<file path="src/rtl/mame_keys_pkg.sv">
// Shared definitions for the MAME key encoder: control index map, scancode table,
// ps2_key field positions and the encoder state type.
package mame_keys_pkg;

   localparam int unsigned NUM_KEYS = 39;
   localparam int unsigned IDX_W    = 6;

   localparam logic [IDX_W-1:0] IDX_START0 = 6'd0;
   localparam logic [IDX_W-1:0] IDX_COIN0  = 6'd4;
   localparam logic [IDX_W-1:0] IDX_P1     = 6'd8;
   localparam logic [IDX_W-1:0] IDX_P2     = 6'd16;
   localparam logic [IDX_W-1:0] IDX_P3     = 6'd24;
   localparam logic [IDX_W-1:0] IDX_P4     = 6'd31;
   localparam logic [IDX_W-1:0] IDX_PAUSE  = 6'd38;
   localparam logic [IDX_W-1:0] IDX_LAST   = 6'd38;

   localparam int unsigned TOGGLE_BIT  = 10;
   localparam int unsigned PRESSED_BIT = 9;
   localparam int unsigned EXT_BIT     = 8;

   // Bit 8 of each entry selects the E0-prefixed (extended) scancode set.
   localparam logic [8:0] KEY_CODE [NUM_KEYS] = '{
      9'h016, 9'h01e, 9'h026, 9'h025,
      9'h02e, 9'h036, 9'h03d, 9'h03e,
      9'h174, 9'h16b, 9'h172, 9'h175, 9'h014, 9'h011, 9'h029, 9'h012,
      9'h034, 9'h023, 9'h02b, 9'h02d, 9'h01c, 9'h01b, 9'h015, 9'h01d,
      9'h04b, 9'h03b, 9'h042, 9'h043, 9'h114, 9'h059, 9'h05a,
      9'h074, 9'h06b, 9'h072, 9'h075, 9'h070, 9'h071, 9'h15a,
      9'h04d
   };

   typedef enum logic [1:0] {
      SCAN = 2'd0,
      EMIT = 2'd1,
      GAP  = 2'd2
   } enc_state_e;

   function automatic logic [IDX_W-1:0] next_index(input logic [IDX_W-1:0] idx);
      if (idx == IDX_LAST) begin
         return 6'd0;
      end else begin
         return idx + 6'd1;
      end
   endfunction

endpackage

</file>
<file path="src/rtl/mame_keys_code_rom.sv">
// Combinational control-index to 9-bit scancode lookup; out-of-range indices yield zero.
module mame_keys_code_rom
   import mame_keys_pkg::*;
(
   input  logic [IDX_W-1:0] idx,
   output logic [8:0]       code
);

   // Table lookup guarded against the unused index range above the last control
   always_comb begin
      code = 9'h000;
      if (idx < IDX_W'(NUM_KEYS)) begin
         code = KEY_CODE[idx];
      end else begin
         code = 9'h000;
      end
   end

endmodule

</file>
<file path="src/rtl/mame_keys_encoder.sv">
// Parallel start/coin/player/pause state -> round-robin serial MiSTer ps2_key events.
// Define MAME_KEYS_ENC_AUTOREPEAT_EN to re-emit presses of held controls every REPEAT_CYCLES.
module mame_keys_encoder
   import mame_keys_pkg::*;
#(
   parameter int unsigned GAP_CYCLES = 4
`ifdef MAME_KEYS_ENC_AUTOREPEAT_EN
   , parameter int unsigned REPEAT_CYCLES = 2000000
`endif
) (
   input  logic        clk,
   input  logic        reset,
   input  logic [3:0]  start,
   input  logic [3:0]  coin,
   input  logic [7:0]  p1,
   input  logic [7:0]  p2,
   input  logic [7:0]  p3,
   input  logic [7:0]  p4,
   input  logic        pause,
   output logic [10:0] ps2_key,
   output logic        busy
);

   localparam int unsigned GAP_W = (GAP_CYCLES > 1) ? $clog2(GAP_CYCLES) : 1;

   enc_state_e           state_q, state_d;
   logic [IDX_W-1:0]     idx_q, idx_d;
   logic [NUM_KEYS-1:0]  sent_q, sent_d;
   logic [NUM_KEYS-1:0]  live_s;
   logic [GAP_W-1:0]     gap_q, gap_d;
   logic [10:0]          key_q, key_d;
   logic                 busy_q, busy_d;
   logic [8:0]           code_s;
   logic                 rep_due_s;
   logic                 unused_s;

   // Bit 7 of p3/p4 has no key assigned
   assign unused_s = p3[7] ^ p4[7];

   mame_keys_code_rom u_code_rom (
      .idx  (idx_q),
      .code (code_s)
   );

   // Flatten the input ports into the control index order
   always_comb begin
      live_s = '0;
      live_s[IDX_START0 +: 4] = start;
      live_s[IDX_COIN0  +: 4] = coin;
      live_s[IDX_P1     +: 8] = p1;
      live_s[IDX_P2     +: 8] = p2;
      live_s[IDX_P3     +: 7] = p3[6:0];
      live_s[IDX_P4     +: 7] = p4[6:0];
      live_s[IDX_PAUSE]       = pause;
   end

`ifdef MAME_KEYS_ENC_AUTOREPEAT_EN
   localparam int unsigned REP_W = $clog2(REPEAT_CYCLES + 1);

   logic [REP_W-1:0] rep_timer_q, rep_timer_d;

   // Repeat timer: restarts on every emitted event or pending change, saturates when due
   always_comb begin
      rep_timer_d = rep_timer_q;
      if ((state_q == EMIT) || (live_s != sent_q)) begin
         rep_timer_d = '0;
      end else if (rep_timer_q != REP_W'(REPEAT_CYCLES)) begin
         rep_timer_d = rep_timer_q + REP_W'(1);
      end else begin
         rep_timer_d = rep_timer_q;
      end
   end

   assign rep_due_s = (rep_timer_q == REP_W'(REPEAT_CYCLES)) && (live_s == sent_q);

   // Repeat timer register
   always_ff @(posedge clk) begin
      if (reset) begin
         rep_timer_q <= '0;
      end else begin
         rep_timer_q <= rep_timer_d;
      end
   end
`else
   assign rep_due_s = 1'b0;
`endif

   // Scan pointer walk, event formation and inter-event gap
   always_comb begin
      state_d = state_q;
      idx_d   = idx_q;
      sent_d  = sent_q;
      gap_d   = gap_q;
      key_d   = key_q;
      case (state_q)
         SCAN: begin
            if (live_s[idx_q] != sent_q[idx_q]) begin
               state_d = EMIT;
            end else if (rep_due_s && live_s[idx_q]) begin
               state_d = EMIT;
            end else begin
               idx_d = next_index(idx_q);
            end
         end
         EMIT: begin
            // Pressed reflects the live level now, so a reverted pulse still leaves sent == live
            key_d[TOGGLE_BIT]  = ~key_q[TOGGLE_BIT];
            key_d[PRESSED_BIT] = live_s[idx_q];
            key_d[EXT_BIT:0]   = code_s;
            sent_d[idx_q]      = live_s[idx_q];
            idx_d              = next_index(idx_q);
            gap_d              = '0;
            state_d            = GAP;
         end
         GAP: begin
            if (gap_q == GAP_W'(GAP_CYCLES - 1)) begin
               state_d = SCAN;
            end else begin
               gap_d = gap_q + GAP_W'(1);
            end
         end
         default: begin
            state_d = SCAN;
            idx_d   = '0;
            gap_d   = '0;
         end
      endcase
      busy_d = (state_d != SCAN) || (live_s != sent_d);
   end

   // Encoder state and output registers
   always_ff @(posedge clk) begin
      if (reset) begin
         state_q <= SCAN;
         idx_q   <= '0;
         sent_q  <= '0;
         gap_q   <= '0;
         key_q   <= 11'h000;
         busy_q  <= 1'b0;
      end else begin
         state_q <= state_d;
         idx_q   <= idx_d;
         sent_q  <= sent_d;
         gap_q   <= gap_d;
         key_q   <= key_d;
         busy_q  <= busy_d;
      end
   end

   assign ps2_key = key_q;
   assign busy    = busy_q;

endmodule

</file>
<file path="config.mk">
export PLATFORM = sky130hd
export DESIGN_NAME = mame_keys_encoder
export DESIGN_NICKNAME = d
export VERILOG_FILES = /design/src/rtl/mame_keys_pkg.sv /design/src/rtl/mame_keys_code_rom.sv /design/src/rtl/mame_keys_encoder.sv
export SDC_FILE = /design/constraint.sdc
export NUM_CORES = 1
export LEC_CHECK = 0
export BUFFER_PORTS_ARGS = -buffer_cell sky130_fd_sc_hd__buf_2
export CAP_MARGIN = 20
export CORE_MARGIN = 4
export CORE_UTILIZATION = 45
export DETAILED_ROUTE_END_ITERATION = 8
export GPL_TIMING_DRIVEN = 0
export PLACE_DENSITY = 0.61
export SETUP_SLACK_MARGIN = 0.2
export SYNTH_ARGS = -nofsm -noshare
export SYNTH_HDL_FRONTEND = slang
export SYNTH_SLANG_ARGS = --single-unit
</file>
<file path="constraint.sdc">
create_clock -name clk -period 2.9 [get_ports clk]
set_input_delay 0.29 -clock clk [delete_from_list [all_inputs] [get_ports clk]]
set_output_delay 0.29 -clock clk [all_outputs]
set_load 0.005 [all_outputs]
</file>
== Word level (Yosys, flattened, before mapping) ==
Memory sizes are Yosys's and may differ from the RTL's.
Index checks and enable logic that the tools add are counted.

* Memories: 1
* Flip-flop bits (word level): 61
* Input bits: 43
* Bits in read-only memories: 576

* Order comparisons: 4
* Add/subtract/negate cells: 2
* Equal/unequal tests: 8
* Bitwise operators: 4
* Muxes and demuxes: 19
* Reductions and logical operators: 6

{| class="wikitable"
|+ Memories
! name !! words !! width !! rd ports !! clocked after memory_dff !! wr ports !! line !! text
|-
| (name not given) || 64 || 9 || 1 || 0 || 0 || mame_keys_code_rom.sv:13 || <nowiki>code = KEY_CODE[idx];</nowiki>
|}

{| class="wikitable"
|+ Operators by type and width
! operator !! number
|-
| $bwmux W39 || 1
|-
| $mux W39 || 1
|-
| $ne A39 B39 Y1 || 1
|-
| $mux W9 || 3
|-
| $pmux W6 S3 || 1
|-
| $bmux W1 S6 || 2
|-
| $mux W6 || 2
|-
| $ge A7 B7 Y1 const B || 1
|-
| $lt A6 B7 Y1 const B || 1
|-
| $not A6 Y7 || 1
|-
| $add A6 B1 Y6 const B || 1
|-
| $demux W1 S6 || 1
|-
| $eq A6 B6 Y1 const B || 1
|-
| $ge A6 B1 Y1 const B || 1
|-
| $lt A6 B6 Y1 const B || 1
|-
| $mux W2 || 3
|-
| $pmux W2 S3 || 1
|-
| $eq A2 B2 Y1 const B || 2
|-
| $ne A2 B2 Y1 const B || 2
|-
| $pmux W2 S2 || 1
|-
| $reduce_and A2 Y1 || 2
|-
| $mux W1 || 3
|-
| $not A1 Y1 || 3
|-
| $add A2 B1 Y2 const B || 1
|-
| 6 further kinds || 6
|}

== Logic depth before layout (Yosys ltp) ==
Gate-level depths: netlist (run 1).

* Word-level depth: 8
* Mapped depth: 12
* Depth with buffers taken out: 9

== Modules after synthesis ==
Synthesis (run 1) repeated with hierarchy kept, for this count alone.

* Cells, all modules: 585
* Area, all modules: 4574.4 µm²

{| class="wikitable"
|+ Modules (own cells, without submodules)
! module !! cells an instance !! area each (µm²) !! times used
|-
| mame_keys_encoder || 493 || 3906.2 || 1
|-
| mame_keys_code_rom || 92 || 668.1 || 1
|}

== Worst setup path after synthesis (run 1) ==
Ideal clock, no wire load.

* Path kind: reg2reg
* Start: register idx_q[0]
* End: register busy_q (netlist: busy)
* Buffers on the path: 3
* Clock period less this slack: 2683 ps
* Arrival time: 2551 ps
* Cell stages (with the launch flop): 12
* Data required time: 2767 ps
* Setup slack: 217 ps
* Library setup time: 133 ps
* Path through: dfxtp_1 -> buf_6 -> buf_6 -> or4b_1 -> buf_2 -> o31a_1 -> nor4_2 -> o2111ai_1 -> nor4_1 -> nand4_1 -> nor4_1 -> a31oi_1

* Cells in the longest elaborated chain, start to end: 8
* Elaborated cells between the ends (all ways): 17
* Classes of those cells: 2 x order compare; 2 x eq/ne; 10 x mux; 3 x reduce/logical

{| class="wikitable"
|+ Ends and longest elaborated chain
! element !! line !! text
|-
| from (decl) || mame_keys_encoder.sv:27 || <nowiki>logic [IDX_W-1:0] idx_q, idx_d;</nowiki>
|-
| from (signal assigned) || mame_keys_encoder.sv:142 || <nowiki>idx_q <= idx_d;</nowiki>
|-
| $lt A6 B7 Y1 (implied by the code) / $ge A6 B1 Y1 (equally long branches) || mame_keys_encoder.sv:110 || <nowiki>sent_d[idx_q] = live_s[idx_q];</nowiki>
|-
| $logic_and A1 B1 Y1 (implied by the code) || mame_keys_encoder.sv:110 ||
|-
| $mux W1 (implied by the code) || mame_keys_encoder.sv:110 ||
|-
| $demux W1 S6 || mame_keys_encoder.sv:110 ||
|-
| $bwmux W39 || mame_keys_encoder.sv:110 ||
|-
| $mux W39 || mame_keys_encoder.sv:95 || <nowiki>case (state_q)</nowiki>
|-
| $ne A39 B39 Y1 || mame_keys_encoder.sv:128 || <nowiki>busy_d = (state_d != SCAN) || (live_s != sent_d);</nowiki>
|-
| $logic_or A1 B1 Y1 (*) || mame_keys_encoder.sv:128 ||
|-
| to (signal assigned) || mame_keys_encoder.sv:146 || <nowiki>busy_q <= busy_d;</nowiki>
|-
| to (decl) || mame_keys_encoder.sv:32 || <nowiki>logic busy_q, busy_d;</nowiki>
|}

Every way passes the cells marked *; elsewhere a longest branch is shown, timed or not. The select of a mux whose other input is x is not followed.
A chain may end at the register's enable or synchronous reset.

== Final worst setup path (run 1) ==
* Start: register idx_q[0]
* End: register idx_q[2]

* Cells in the longest elaborated chain, start to end: 5
* Elaborated cells between the ends (all ways): 12
* Classes of those cells: 1 x add/sub; 3 x eq/ne; 7 x mux; 1 x reduce/logical

{| class="wikitable"
|+ Ends and longest elaborated chain
! element !! line !! text
|-
| $bmux W1 S6 || mame_keys_encoder.sv:97 || <nowiki>if (live_s[idx_q] != sent_q[idx_q]) begin</nowiki>
|-
| $mux W1 (implied by the code) || mame_keys_encoder.sv:97 ||
|-
| $ne A1 B1 Y1 || mame_keys_encoder.sv:97 ||
|-
| $ne A2 B2 Y1 (no line) || -- ||
|-
| $reduce_and A2 Y1 (no line) || -- ||
|}

Several ways; a longest one is shown, not always the timed one. The select of a mux whose other input is x is not followed.

==> out/metrics.yaml, run 1 <==
status: "complete, but fails checks"
violations: "setup timing"
grt_pass1_wl_um: 29400
synth.cell_area_mm2: 0.00446
final-setup-viol-count: 1
synth_cell_types: 70
worst_slew_pin_slew_ns: 0.850
crit_top_cell: "buf_8"
first_global_vias: 4965
h-tree-depth: 3
num_vias: 5328
arrival_ns: 3.15
cts_hold_buf: 0
initial_core_util_pct: 45.8
synthArstFlopShare_pct: 0
antenna_found_initial: 0
pre_cts_ws_ns: -0.916
postSynthCellCount: 559
min_delay_path_depth: 3
r2r_end: "idx_q[2]$_SDFFE_PP0P_"
synth_nets: 607
worst_slack_ns: -0.00337
hold_path_class: "in2reg"
intPower_uw: 2580
ys_ff_latch: 60
place_area_mm2: 0.00488
io_buffer_count: 51
startpoint_type: "flop"
numCtsBuffers: 9
ff2ff_path_depth: 10
dieArea_mm2: 0.0116
synth_edf_count: 0
crit_path_end_kind: "flop"
combPwrFrac_pct: 60.1
fin_crit_ns: 2.90
drtIter0Drc: 680
postSynthAreaPerCell_um2: 7.97
stdcell_area_mm2: 0.00616
ios: 55
clock_path_buffers: 2
power.density_mw_per_mm2: 731
drtAntennaViolNets: 0
critPathKind: "reg2reg"
r2r_start: "idx_q[0]$_SDFFE_PP0P_"
layout-drive-gt1-share_pct: 37.3
hp-start: "p1[6]"
hold_viol_final: 0
grt_max_degree: 12
vias_per_cell: 6.61
dpl.hpwl_um: 13900
holdPathEnd: "sent_q[14]$_SDFF_PP0_"
clockRootBuffer: "clkbuf_8"
max_freq_ghz: 0.344
clkLatencyLatePin_ns: 0.36
slowest_stage: "mux4_2"
p_seq_share_pct: 21.5
worst-path-max-fanout: 6
die_h_um: 108
cap_violations: 0
tns_ns: -0.00337
vdd_drop_max_uv: 422
layout.nets: 718
drt_pre_antenna_iters: 5
rrSetupSlack_ns: -0.003
cts_tree: "built"
switching_share_pct: 42.6
wl_per_cell_um: 24.7
die_x_um: 108
rsz0062_at_grt: "yes"
maxSlewViolCount: 0
p_total_uw: 4500
track_usage_pct: 34.2
synthFlopType: "dfxtp_1"
core_mm2: 0.00973
cts_sinks: 60
power_switching_uw: 1920
path_cells: "buf_12 -> buf_8 -> buf_8 -> mux2_4 -> mux4_2 -> nor2b_4 -> a2111o_1 -> a21o_1 -> and3_1 -> o221a_2"
slew_headroom_pct: 43.3
drcViolationCount: 0
required_ns: 3.14
p_leak_uw: 0.00226
wirelength_um: 19900
area_growth_pct: 38.3
diodes: 0
rows: 36
yosys_warnings: 0
skew_ns: 0.00597
clkPwrFrac_pct: 18.4
seq_area_frac_synth_pct: 27.0
fillerInstances: 887
critPathMaxStageDelay_ns: 0.52
gp_congestion: 0.991
overflow: 0
final.period_utilization_pct: 100
hold_ws_ns: 0.227
path_clk_slew_ns: 0.07
[state kept, by name, summed over array words and instances, names as in the netlist]
name / flops
sent_q: 39
ps2_key: 10
idx_q: 6
gap_q: 2
state_q: 2
busy: 1
[cells in the final DEF, fill, tap and decap left out, drive strengths merged, types with 12 or more instances in the layout]
master and n:
a211oi 24, a21oi 40, buf 125, clkbuf 36, dfxtp 60, mux2 16, mux2i 21, nand2 34
nand2b 12, nand3 14, nor2 69, nor3 20, o21ai 18, xnor2 20
[logic make-up (layout without fill, tap and decap cells)]
kind of cell             Yosys count  in the layout  synth area share [%]
AO/OA/AOI/OAI                    156            156                  24.3
XOR/XNOR                          26             26                  5.11
multiplexers                      43             43                  11.8
adder cells (fa/ha/maj)            5              5                  1.40
other                              1              1                0.0842
buffers and inverters             60            174                  6.26
flip-flops                        60             60                  27.0
AND/OR/NAND/NOR                  208            208                  24.1
[routing by layer]
metal	vias up	wire length (um)	GRT usage (%)
li1	2311	-	-
met1	2536	7890	45.9
met2	389	8740	52.3
met3	92	2330	7.56
met4	0	957	15.2
met5	-	0	0
[cells in the mapped netlist, drive strengths merged, types with 3 or more instances]
| master | n | area share, % |
|---|---|---|
| a2111oi | 3 | 0.59 |
| and2 | 5 | 0.70 |
| o211ai | 4 | 0.67 |
| mux2i | 21 | 4.7 |
| nor2b | 9 | 1.3 |
| xor2 | 6 | 1.2 |
| buf | 19 | 2.8 |
| or3 | 4 | 0.56 |
| a21oi | 40 | 4.5 |
| mux2 | 16 | 4.0 |
| a221oi | 5 | 0.98 |
| nand3 | 14 | 1.6 |
| mux4 | 6 | 3.0 |
| nor3 | 20 | 2.2 |
| nand2 | 34 | 2.9 |
| o22ai | 6 | 0.84 |
| a311oi | 7 | 1.4 |
| ha | 5 | 1.4 |
| xnor2 | 20 | 3.9 |
| nand3b | 7 | 1.2 |
| o21ai | 18 | 2.0 |
| nor4 | 6 | 0.98 |
| nor2 | 69 | 5.8 |
| inv | 12 | 1.0 |
| and3 | 4 | 0.56 |
| nand2b | 12 | 1.7 |
| a31oi | 11 | 1.5 |
| a211oi | 24 | 4.0 |
| nor4bb | 3 | 0.67 |
| clkbuf | 29 | 2.4 |
| nand4 | 6 | 0.84 |
| a22oi | 5 | 0.84 |
| o32ai | 3 | 0.76 |
| a32oi | 6 | 1.2 |
| nor4b | 3 | 0.73 |
| dfxtp | 60 | 27 |
[power by group through the flow]
stage	clock (uW)	combinational, uW	sequential, uW
2_1_floorplan	0	1130	968
4_1_cts	833	2220	966
3_5_place_dp	0	1670	988
3_3_place_gp	0	1660	987
5_1_grt	867	2820	974
6_report	830	2710	968
[critical path, delay by kind of cell, from the launching register on]
kind / cells / cell delay, ns
multiplexers: 2 / 0.81
AND/OR/NAND/NOR: 2 / 0.34
buffers and inverters: 3 / 0.38
flip-flops: 1 / 0.37
AO/OA/AOI/OAI: 3 / 0.87
[how the worst max path moves through the flow]
stage | startpoint | cells past startpoint | end | slack [ns]
3_5_place_dp | idx_q[0]$_SDFFE_PP0P_ | 10 | busy$_SDFF_PP0_ | -0.92
5_1_grt | idx_q[0]$_SDFFE_PP0P_ | 10 | idx_q[2]$_SDFFE_PP0P_ | -0.04
4_1_cts | idx_q[1]$_SDFFE_PP0P_ | 11 | busy$_SDFF_PP0_ | -0.16
6_report | idx_q[0]$_SDFFE_PP0P_ | 10 | idx_q[2]$_SDFFE_PP0P_ | -0.003
3_3_place_gp | idx_q[0]$_SDFFE_PP0P_ | 10 | busy$_SDFF_PP0_ | -1.02
2_1_floorplan | idx_q[0]$_SDFFE_PP0P_ | 11 | busy$_SDFF_PP0_ | 0.22
[timing repair]
action                     CTS  global route
gates cloned                 0             1
pin swaps                   17            32
buffers inserted            33            15
setup endpoints to repair   40            38
resized for setup           76           119
[through the flow]
step | instances | utilization (%)
final | 806 | 63.3
after detailed placement | 743 | 50.1
after floorplan | 559 | -
after global placement | 743 | 50.1
after CTS | 790 | 58.2
after global routing | 806 | 63.3
[cell type report]
cell class	count	area, um^2	area share (%)
Timing Repair Buffer	100	683	11.1
Buffer	48	395	6.41
Tap cell	133	166	2.70
Clock buffer	13	179	2.90
Inverter	12	48.8	0.792
Sequential cell	60	1210	19.7
Clock inverter	1	30.0	0.487
Multi-Input combinational cell	439	3450	56.0
(Power assumes the default switching activity.)
==> run 2, diff against run 1 <==
- CORE_ASPECT_RATIO: default -> 0.7
==> run 2 against run 1 <==
  * Maximum frequency shrank 5.3%
  * Clock power is 55% higher
  * Non-clock buffer count fell by 9
  * Critical path type unchanged
  * Clock skew is 0.0020 ns lower
  * Final cell count is 1.5% lower
  * The flow still finishes with violations (setup timing)
==> out/metrics.yaml, run 2 (synthesized netlist as in run 1, its figures left out) <==
path_clk_slew_ns: 0.05
gp_congestion: 1.00
core_mm2: 0.00968
dpl.hpwl_um: 14700
slew_headroom_pct: 51.4
vdd_drop_max_uv: 546
first_global_vias: 4925
holdPathEnd: "sent_q[14]$_SDFF_PP0_"
drtAntennaViolNets: 0
final_common_cell: "nor2_1"
multiInputGateArea_mm2: 0.00335
final-setup-viol-count: 1
cts_sinks: 60
numCtsBuffers: 9
finish.utilization_pct: 62.8
maxSlewViolCount: 0
register_area_mm2: 0.00121
fin_crit_ns: 3.06
layout_common_cells: "67 x nor2_1, 56 x dfxtp_1, 53 x buf_2"
clkPwrFrac_pct: 27.1
rrSetupSlack_ns: -0.16
layout-drive-gt1-share_pct: 33.8
switching_share_pct: 39.7
p_leak_uw: 0.00221
wirelength_um: 20800
cts_tree: "built"
worst_slew_pin_slew_ns: 0.729
fillerInstances: 835
ff2ff_path_depth: 9
layout.nets: 709
max_freq_ghz: 0.326
io_buffer_count: 51
wl_per_cell_um: 26.1
drtIter0Drc: 813
clkLatencyLatePin_ns: 0.34
required_ns: 3.08
track_usage_pct: 34.1
final.period_utilization_pct: 106
clockRootBuffer: "clkbuf_16"
arrival_ns: 3.24
rows: 30
grt_max_degree: 12
initial_core_util_pct: 46.0
violations: "setup timing"
num_vias: 5341
r2r_start: "idx_q[4]$_SDFFE_PP0P_"
ios: 55
hold_viol_final: 0
rsz0062_at_grt: "yes"
overflow: 0
antenna_found_initial: 0
p_seq_share_pct: 20.4
power_switching_uw: 1890
critPathKind: "reg2reg"
intPower_uw: 2870
drcViolationCount: 0
place_area_mm2: 0.00487
combPwrFrac_pct: 52.4
diodes: 0
worst-path-max-fanout: 10
power.density_mw_per_mm2: 784
area_growth_pct: 36.5
r2r_end: "busy$_SDFF_PP0_"
crit_path_end_kind: "flop"
startpoint_type: "flop"
regMostFlops: "sent_q"
die_h_um: 91.3
cap_violations: 0
hold_path_class: "in2reg"
status: "complete, but fails checks"
hp-start: "p1[6]"
vias_per_cell: 6.73
clock_path_buffers: 2
largest_reg_flops: 39
dieArea_mm2: 0.0116
cts_hold_buf: 0
grt_pass1_wl_um: 29800
worst_slack_ns: -0.164
h-tree-depth: 3
min_delay_path_depth: 3
stdcell_area_mm2: 0.00608
die_x_um: 127
skew_ns: 0.00400
drt_pre_antenna_iters: 7
## run 2: cell types whose count changed in the layout (fill, tap and decap cells not counted), sizes merged
cell,previous run,this run
buf,125,112
clkbuf,36,39
bufinv,1,3
clkinv,0,1
## run 2: final cells by class
cell class	count	share of cell area, %
buffer	48	6.15
clock buffer	12	4.22
inverter	12	0.802
tap	128	2.63
sequential	60	19.9
multi-input combinational	439	55.1
clock inverter	4	1.56
timing repair buffer	91	9.65
## run 2: through the flow
step / power (uW) / worst slack, ns / setup TNS (ns) / hold WS [ns] / instances
floorplan: 2090 / 0.217 / 0 / 0.434 / 559
global placement: 2650 / -0.969 / -17.95 / 0.444 / 738
detailed placement: 2660 / -0.936 / -17.05 / 0.450 / 738
CTS: 4360 / -0.0893 / -0.0893 / 0.244 / 776
global route: 4910 / -0.191 / -0.427 / 0.259 / 794
finish: 4770 / -0.164 / -0.164 / 0.246 / 794
## run 2: how the worst max path moves through the flow
stage          depth (start not counted)  slack (ns)              end                  start
6_report                               9       -0.16  busy$_SDFF_PP0_  idx_q[4]$_SDFFE_PP0P_
5_1_grt                               11       -0.19  busy$_SDFF_PP0_  idx_q[1]$_SDFFE_PP0P_
3_5_place_dp                          11       -0.94  busy$_SDFF_PP0_  idx_q[0]$_SDFFE_PP0P_
3_3_place_gp                          11       -0.97  busy$_SDFF_PP0_  idx_q[0]$_SDFFE_PP0P_
2_1_floorplan                         11        0.22  busy$_SDFF_PP0_  idx_q[0]$_SDFFE_PP0P_
4_1_cts                               11       -0.09  busy$_SDFF_PP0_  idx_q[0]$_SDFFE_PP0P_
## run 2: routing by layer
metal,global-route usage [%],part of all wire (%)
met1,49.4,43
met2,48.3,42
met5,0,0
met4,10.4,2.8
met3,10.1,13
## run 2: power groups by stage
stage	clock, uW	combinational [uW]	sequential (uW)
global route	1340	2590	983
finish	1290	2500	974
detailed placement	0	1670	989
global placement	0	1670	986
CTS	1300	2100	967
floorplan	0	1130	968
## run 2: worst max-delay path, cell delays in order, from the launching register on
cell and delay [ns]:
dfxtp_1 0.29, clkbuf_2 0.19, clkbuf_4 0.28, nor4_2 0.62
a21oi_1 0.30, a222oi_1 0.40, o221a_2 0.29, nand4_1 0.16
nor4_2 0.22, a31oi_1 0.15
## run 2: repair_timing
| item | 4_1_cts | 5_1_grt |
|---|---|---|
| setup buffers | 22 | 18 |
| pin swaps | 12 | 17 |
| gates resized for setup | 85 | 60 |
| endpoints found under the setup margin | 40 | 35 |
